[src/rtl/perceptron_train_core.sv]
// N-input signed perceptron: serial MAC inference plus perceptron-rule weight update.
// Latency from accept edge: out_valid after N_IN+2 cycles, or 2*N_IN+3 cycles with an update.
// One sample in flight; in_ready is low from accept until the result leaves OUT; result held until out_ready.
//
// Ports:
//   clk, reset            rising-edge clock, synchronous active-low reset
//   w_load_en/w_sel/w_bit serial MSB-first load of w[0..N_IN-1] or bias (w_sel==N_IN), IDLE only
//   in_valid/in_ready     sample handshake; x_i packed inputs, train_i/label_i training request
//   out_valid/out_ready   result handshake; y_o decision, acc_o pre-activation, upd_o weights changed
module perceptron_train_core #(
  parameter  int WIDTH = 8,
  parameter  int N_IN  = 4,
  localparam int KW    = $clog2(N_IN + 1),
  localparam int ACC_W = 2 * WIDTH + $clog2(N_IN + 1)
) (
  input  logic                    clk,
  input  logic                    reset,
  input  logic                    w_load_en,
  input  logic [KW-1:0]           w_sel,
  input  logic                    w_bit,
  input  logic                    in_valid,
  output logic                    in_ready,
  input  logic [N_IN*WIDTH-1:0]   x_i,
  input  logic                    train_i,
  input  logic                    label_i,
  output logic                    out_valid,
  input  logic                    out_ready,
  output logic                    y_o,
  output logic [ACC_W-1:0]        acc_o,
  output logic                    upd_o
);

  typedef enum logic [2:0] {S_IDLE, S_MAC, S_DECIDE, S_UPDATE, S_OUT} state_t;

  localparam logic [KW-1:0] K_LAST = KW'(N_IN);

  state_t state, state_nxt;

  // Index N_IN of w_q holds the bias.
  logic signed [WIDTH-1:0]   w_q [0:N_IN];
  logic signed [WIDTH-1:0]   x_q [0:N_IN-1];
  logic                      train_q;
  logic                      label_q;
  logic [KW-1:0]             k;
  logic signed [ACC_W-1:0]   acc;
  logic signed [2*WIDTH-1:0] prod_q;
  logic                      prod_vld;

  logic signed [WIDTH-1:0]   op_x;
  logic signed [WIDTH-1:0]   op_w;
  logic signed [2*WIDTH-1:0] op_x_ext;
  logic signed [2*WIDTH-1:0] op_w_ext;
  logic signed [WIDTH:0]     sum_ext;
  logic signed [WIDTH-1:0]   sat_val;
  logic                      y_now;
  logic                      mis;
  logic                      enter_out;

  assign y_now     = ~acc[ACC_W-1];
  assign mis       = train_q & (y_now != label_q);
  assign enter_out = (state != S_OUT) && (state_nxt == S_OUT);

  // Operand select by k. k==N_IN selects the bias with an implicit input of 1,
  // so the update step treats the bias as just another weight.
  always_comb begin
    op_x = WIDTH'(1);
    op_w = w_q[N_IN];
    for (int i = 0; i < N_IN; i++) begin
      if (k == KW'(i)) begin
        op_x = x_q[i];
        op_w = w_q[i];
      end
    end
    op_x_ext = {{WIDTH{op_x[WIDTH-1]}}, op_x};
    op_w_ext = {{WIDTH{op_w[WIDTH-1]}}, op_w};
  end

  // One extra bit of headroom; differing top bits mean the result left the WIDTH range.
  always_comb begin
    sum_ext = label_q ? ({op_w[WIDTH-1], op_w} + {op_x[WIDTH-1], op_x})
                      : ({op_w[WIDTH-1], op_w} - {op_x[WIDTH-1], op_x});
    sat_val = sum_ext[WIDTH-1:0];
    if (sum_ext[WIDTH] != sum_ext[WIDTH-1]) begin
      sat_val = sum_ext[WIDTH] ? {1'b1, {(WIDTH-1){1'b0}}} : {1'b0, {(WIDTH-1){1'b1}}};
    end
  end

  always_ff @(posedge clk) begin
    if (!reset) state <= S_IDLE;
    else        state <= state_nxt;
  end

  always_comb begin
    state_nxt = state;
    in_ready  = 1'b0;
    out_valid = 1'b0;
    case (state)
      S_IDLE: begin
        in_ready = reset & ~w_load_en;
        if (in_valid && in_ready) state_nxt = S_MAC;
      end
      S_MAC:    if (k == K_LAST) state_nxt = S_DECIDE;
      S_DECIDE: state_nxt = mis ? S_UPDATE : S_OUT;
      S_UPDATE: if (k == K_LAST) state_nxt = S_OUT;
      S_OUT: begin
        out_valid = 1'b1;
        if (out_ready) state_nxt = S_IDLE;
      end
      default: state_nxt = S_IDLE;
    endcase
  end

  always_ff @(posedge clk) begin
    if (!reset) begin
      for (int i = 0; i <= N_IN; i++) w_q[i] <= '0;
      for (int i = 0; i < N_IN; i++)  x_q[i] <= '0;
      train_q  <= 1'b0;
      label_q  <= 1'b0;
      k        <= '0;
      acc      <= '0;
      prod_q   <= '0;
      prod_vld <= 1'b0;
      y_o      <= 1'b0;
      acc_o    <= '0;
      upd_o    <= 1'b0;
    end else begin
      case (state)
        S_IDLE: begin
          if (w_load_en && (w_sel <= K_LAST)) begin
            w_q[w_sel] <= {w_q[w_sel][WIDTH-2:0], w_bit};
          end
          if (in_valid && in_ready) begin
            for (int i = 0; i < N_IN; i++) x_q[i] <= x_i[i*WIDTH +: WIDTH];
            train_q  <= train_i;
            label_q  <= label_i;
            acc      <= {{(ACC_W-WIDTH){w_q[N_IN][WIDTH-1]}}, w_q[N_IN]};
            k        <= '0;
            prod_vld <= 1'b0;
          end
        end
        // Product is registered so the multiplier and accumulator adder sit in
        // separate cycles; the last product is absorbed on the k==N_IN cycle.
        S_MAC: begin
          if (k != K_LAST) begin
            prod_q <= op_x_ext * op_w_ext;
            k      <= k + KW'(1);
          end
          prod_vld <= (k != K_LAST);
          if (prod_vld) acc <= acc + {{(ACC_W-2*WIDTH){prod_q[2*WIDTH-1]}}, prod_q};
        end
        S_DECIDE: k <= '0;
        S_UPDATE: begin
          w_q[k] <= sat_val;
          k      <= k + KW'(1);
        end
        default: ;
      endcase
      if (enter_out) begin
        y_o   <= y_now;
        acc_o <= acc;
        upd_o <= (state == S_UPDATE);
      end
    end
  end

endmodule

[config.mk]
export PLATFORM = sky130hd
export DESIGN_NAME = perceptron_train_core
export DESIGN_NICKNAME = d
export VERILOG_FILES = /design/src/rtl/perceptron_train_core.sv
export SDC_FILE = /design/constraint.sdc
export NUM_CORES = 1
export LEC_CHECK = 0
export ABC_AREA = 1
export BUFFER_PORTS_ARGS = -buffer_cell sky130_fd_sc_hd__clkbuf_2
export CORE_AREA = 2 2 145 147
export DETAILED_ROUTE_END_ITERATION = 10
export DIE_AREA = 0 0 147 149
export GPL_TIMING_DRIVEN = 0
export MAX_ROUTING_LAYER = met4
export PLACE_DENSITY = 0.74
export SKIP_LAST_GASP = 1
export SYNTH_ARGS = -nofsm -noshare
export SYNTH_HDL_FRONTEND = slang
export SYNTH_SLANG_ARGS = --single-unit
[constraint.sdc]
create_clock -name clk -period 7.9 [get_ports clk]
set_input_delay 1.185 -clock clk [delete_from_list [all_inputs] [get_ports clk]]
set_output_delay 1.185 -clock clk [all_outputs]
set_load 0.005 [all_outputs]
== Yosys cells after proc, flatten, opt, wreduce, memory -nomap -nowiden ==
Memory sizes are Yosys's and may differ from the RTL's.
Cells that the tools add are included.
Storage, ports and cells
  register bits after elaboration: 65
  bits in latches: 0
  RAM bits: 72
  bits in read-only memories: 0
  bits of input ports: 43
  output and inout bits: 23
  word-level logic and storage cells: 106
  memories: 2
Memories
  w_q: depth 5, bits a word 8, read ports 6, clocked after Yosys merged registers in 0, wr ports 5, line 40  | logic signed [WIDTH-1:0] w_q [0:N_IN];
  x_q: depth 4, bits a word 8, read ports 4, clocked after Yosys merged registers in 0, wr ports 4, line 41  | logic signed [WIDTH-1:0] x_q [0:N_IN-1];
Cells by class
  $add $sub $neg: 4
  $mul: 1
  div/mod/pow operators: 0
  order comparisons: 1
  equal/unequal tests: 16
  shift-type cells: 0
  mux-type cells: 49
  bitwise operators: 8
  reductions and logical operators: 15
Operator list (number)
  8-bit 2-to-1 mux: 16
  19-bit 2-to-1 mux: 2
  19-bit case mux with 2 select lines: 1
  3-bit 2-to-1 mux: 9
  19-bit adder: 1
  1-bit 2-to-1 mux: 17
  8-bit by 8-bit multiplier with 16-bit output: 1
  8-bit OR reduction: 2
  3-bit case mux with 5 select lines: 1
  3-bit by 2-bit == test with 1-bit output, second input constant: 4
  3-bit case mux with 4 select lines: 1
  8-bit by 8-bit adder with 9-bit output: 1
  3-bit == test, second input constant: 3
  9-bit 2-to-1 mux: 1
  8-bit by 8-bit subtractor with 9-bit output: 1
  3-bit by 1-bit == test with 1-bit output, second input constant: 2
  3-bit zero test: 2
  2-bit inequality test, second input constant: 3
  3-bit inequality test, second input constant: 2
  2-bit AND reduction: 3
  3-bit AND reduction: 2
  1-bit logical AND: 4
  1-bit OR: 4
  4-bit nonzero test: 1
  7 further kinds: 10

== Logic depth before layout (Yosys ltp) ==
  depth in word-level cells: 10
  gate-level depth with buffers: 34
  gate-level depth less buffers: 34

== Worst setup path after synthesis ==
OpenSTA, ideal clock, no wires.
  path type: register -> register
  from: register k[2]
  to: register prod_q[14]
  arrival time: 5664 ps
  data required time: 7844 ps
  path slack: 2180 ps
  cell stages (with the launch flop): 31
  cells stage by stage: dfxtp_1 inv_2 ha_1 inv_1 buf_2 buf_1 nand3_1 o21ai_1 inv_1 nand2_1 fa_1 fa_1 inv_1 fa_1 inv_1 fa_1 inv_1 ha_1 nand2_1 o21ai_0 nand2_1 nand2_1 a21oi_1 o21ai_0 nand2_1 nand2_1 a21oi_1 or2_2 nand3_1 nand2_1 inv_1
On the way
  cells in the longest elaborated chain, start to end: 6
Ends and longest elaborated chain
  from (decl): line 44  | logic [KW-1:0] k;
  from (signal assigned): line 146  | k <= k + KW'(1);
  from (signal assigned): line 154  | k <= k + KW'(1);
  3-bit zero test: line 69  | if (k == KW'(i)) begin
  8-bit 2-to-1 mux (4 in a row): line 69
  8-bit by 8-bit multiplier with 16-bit output: line 145  | prod_q <= op_x_ext * op_w_ext;
  to (signal assigned): line 145
  to (decl): line 46  | logic signed [2*WIDTH-1:0] prod_q;
Parallel ways exist; a longest one is shown, timed or not.
A chain may end at the register's enable or synchronous reset.

== Worst setup path after layout ==
Same ends and word-level chain as after synthesis.

==> summary.md <==
| Metric | Value |
|---|---|
| TritonRoute pass-1 iters | `6` |
| Clk slew on worst S/H paths | `0.07 ns` |
| Synth top area share | `25.3%` |
| Slowest CP cell | `o21ai_0` |
| Antenna cell count | `0` |
| Nets | `1623` |
| Leading cell type in the layout, fill and taps excluded | `inv_1` |
| Final setup margin | `0.741 ns` |
| DR vias | `9468` |
| Die W | `147 um` |
| Clock Path Buffers | `2` |
| Die Y | `149 um` |
| Final hold violations | `0` |
| Pleak | `0.00588 uW` |
| Global route total overflow | `0` |
| Largest net degree at the start of global routing | `34` |
| Crit path kind | `flop to flop` |
| Yosys top cell by area | `edfxtp_1` |
| RD Place Congestion | `0.949` |
| Sw Share | `44.3%` |
| Critical path startpoint category | `flop` |
| Area delta synth->final | `11.7%` |
| Pwr/cell area | `330 nW/um2` |
| CORE AREA | `20600 um2` |
| Number of synthesized flops with an enable pin | `93` |
| Largest stage delay on the critical path | `0.88 ns` |
| Clock power share | `21.9%` |
| CTS tree | `built` |
| Tmin final | `7.16 ns` |
| Site row count | `53` |
| Setup Skew | `0.0181 ns` |
| Final WL | `28.7 mm` |
| Slew @ Worst Pin | `1.09 ns` |
| Post-DR vias/cell | `5.41` |
| Total Routing Usage GR | `27.9%` |
| DRC viols | `0` |
| Crit Path Max Fanout | `10` |
| Asr flop ratio synth | `0%` |
| Period Utilization, post-route | `90.6%` |
| Sequential share of power | `23.2%` |
| Total of max-cap violations | `0` |
| Syn Area/Cell | `8.02 um2` |
| Pins Over Slew Limit | `0` |
| Initial core utilization | `53.8%` |
| Switching pwr | `1800 uW` |
| Cell Int Power | `2270 uW` |
| Top cells by area, synth | `edfxtp_1 25%, dfxtp_1 12%, fa_1 10%, inv_1 7.9%, nor2_1 7.2%` |
| RSZ-0062 raised after global routing | `no` |
| Setup violations, final | `0` |
| WL/cell | `16.4 um` |
| Pre-CTS setup slack | `0.734 ns` |
| Post-Syn Area | `11100 um2` |
| Clk Latency, worst-skew pair | `0.44 ns` |
| Crit path required time | `8.28 ns` |
| Critical path arrival | `7.54 ns` |
| Synth Flop Type | `edfxtp_1` |
| Die ar. | `21900 um2` |
| Layout cells sized above 1 | `9.63%` |
| Hold buffers post-CTS | `0` |
| Postcts setup bufs | `0` |
| First-pass GRT wire length | `46.3 mm` |
| Syn nets | `1540` |
| Seq/Total Area, Yosys | `37.0%` |
| Worst slew margin | `27.0%` |
| Post-DP HPWL | `22.0 mm` |
| Clk Tree Root Cell | `clkbuf_16` |
| Clock Sinks | `158` |
| Vias in the first global route | `9252` |
| Most frequent cells in the layout | `234 x inv_1, 211 x nor2_1, 185 x nand2_1` |
| Max VDD drop | `0.000185 V` |
| Comb pwr share | `54.9%` |
| Detailed Route Iter0 Violations | `739` |
| Syn Inst Count | `1379` |
| Setup TNS Final | `0 ns` |
| Fmax | `140 MHz` |
| Initial antenna violation count | `0` |
| Synth unique cells | `50` |
| H-tree Lvls | `4` |
| Num CTS Buffers | `17` |
| Kind of end point of the critical path | `flop` |
| Routed Antenna Nets | `0` |
| IO Port Bufs | `64` |
| Ports | `66` |
| Ys Warns | `0` |
| Post_cts resized | `0` |
| Worst hold path type | `flop to flop` |
| Status | `completed` |
| FF+latch count, synth | `158` |
## cell type report
cell class | count | area, um2
inverter | 248 | 931
timing repair buffer | 64 | 320
tap | 275 | 344
fill | 1878 | 8210
buffer | 35 | 149
multi-input combinational | 938 | 5880
sequential | 158 | 4090
clock inverter | 14 | 198
clock buffer | 17 | 425
## cells by family (layout without fill, tap and decap cells)
| group | Yosys count | after routing | share of synthesized area, % |
|---|---|---|---|
| adders and majority gates | 118 | 118 | 17.2 |
| AOI/OAI and AO/OA | 301 | 301 | 15.2 |
| DFF | 158 | 158 | 37.0 |
| buffers and inverters | 283 | 378 | 9.77 |
| xor gates and xnor gates | 29 | 29 | 2.30 |
| and+or+nand+nor | 490 | 490 | 18.5 |
## synth_stat cells, drive strengths merged (6+ instances only)
cell and count:
a21o 6, a21oi 108, a22o 6, buf 8
clkbuf 27, clkinv 7, dfxtp 65, edfxtp 93
fa 57, ha 61, inv 241, nand2 196
nand3 48, nor2 216, nor3 10, o211ai 17
o21ai 134, o22ai 8, or2 12, xnor2 10
xor2 19
## state kept, by name, summed over array words and instances (netlist names)
signal	flops
y_o	1
prod_q	16
w_q	61
upd_o	1
k	3
prod_vld	1
label_q	1
acc_o	19
x_q	32
train_q	1
acc	19
state	3
## critical path, delay by kind of cell (launching register included)
kind | cells | cell delay [ns]
adders and majority gates | 6 | 2.90
AOI/OAI and AO/OA | 5 | 1.54
buffers and inverters | 9 | 1.19
and+or+nand+nor | 9 | 1.02
DFF | 1 | 0.42
## routing by layer
metal / wire length, um / GRT usage [%]
met3: 1510 / 3.58
met5: 0 / -
met4: 952 / 10.6
met1: 12000 / 34.2
met2: 14300 / 47.6
## stage by stage
step,total power (uW),std cells,utilization (%),area [um2],hold slack [ns]
floorplan,2690,1379,-,11100,0.448
global placement,3150,1718,57.0,11700,0.468
detailed placement,3210,1718,57.0,11700,0.481
CTS,4100,1749,60.0,12300,0.491
global route,4460,1749,60.0,12300,0.513
finish,4070,1749,60.0,12300,0.490
## power groups by stage
| stage | combinational [uW] | clock, uW | sequential (uW) |
|---|---|---|---|
| 2_1_floorplan | 1740 | 0 | 951 |
| 3_3_place_gp | 2190 | 0 | 963 |
| 3_5_place_dp | 2250 | 0 | 963 |
| 4_1_cts | 2260 | 892 | 945 |
| 5_1_grt | 2580 | 926 | 949 |
| 6_report | 2230 | 890 | 945 |
## path summary, 6_finish.rpt
check            start    endpoint  slack (ns)  depth (start not counted)
min reg2reg  acc_o[18]   acc_o[18]        0.49                          2
max reg2reg       k[2]  prod_q[14]        0.74                         29
max               k[2]  prod_q[14]        0.74                         29
min          acc_o[18]   acc_o[18]        0.49                          2
(Power assumes the default switching activity.)
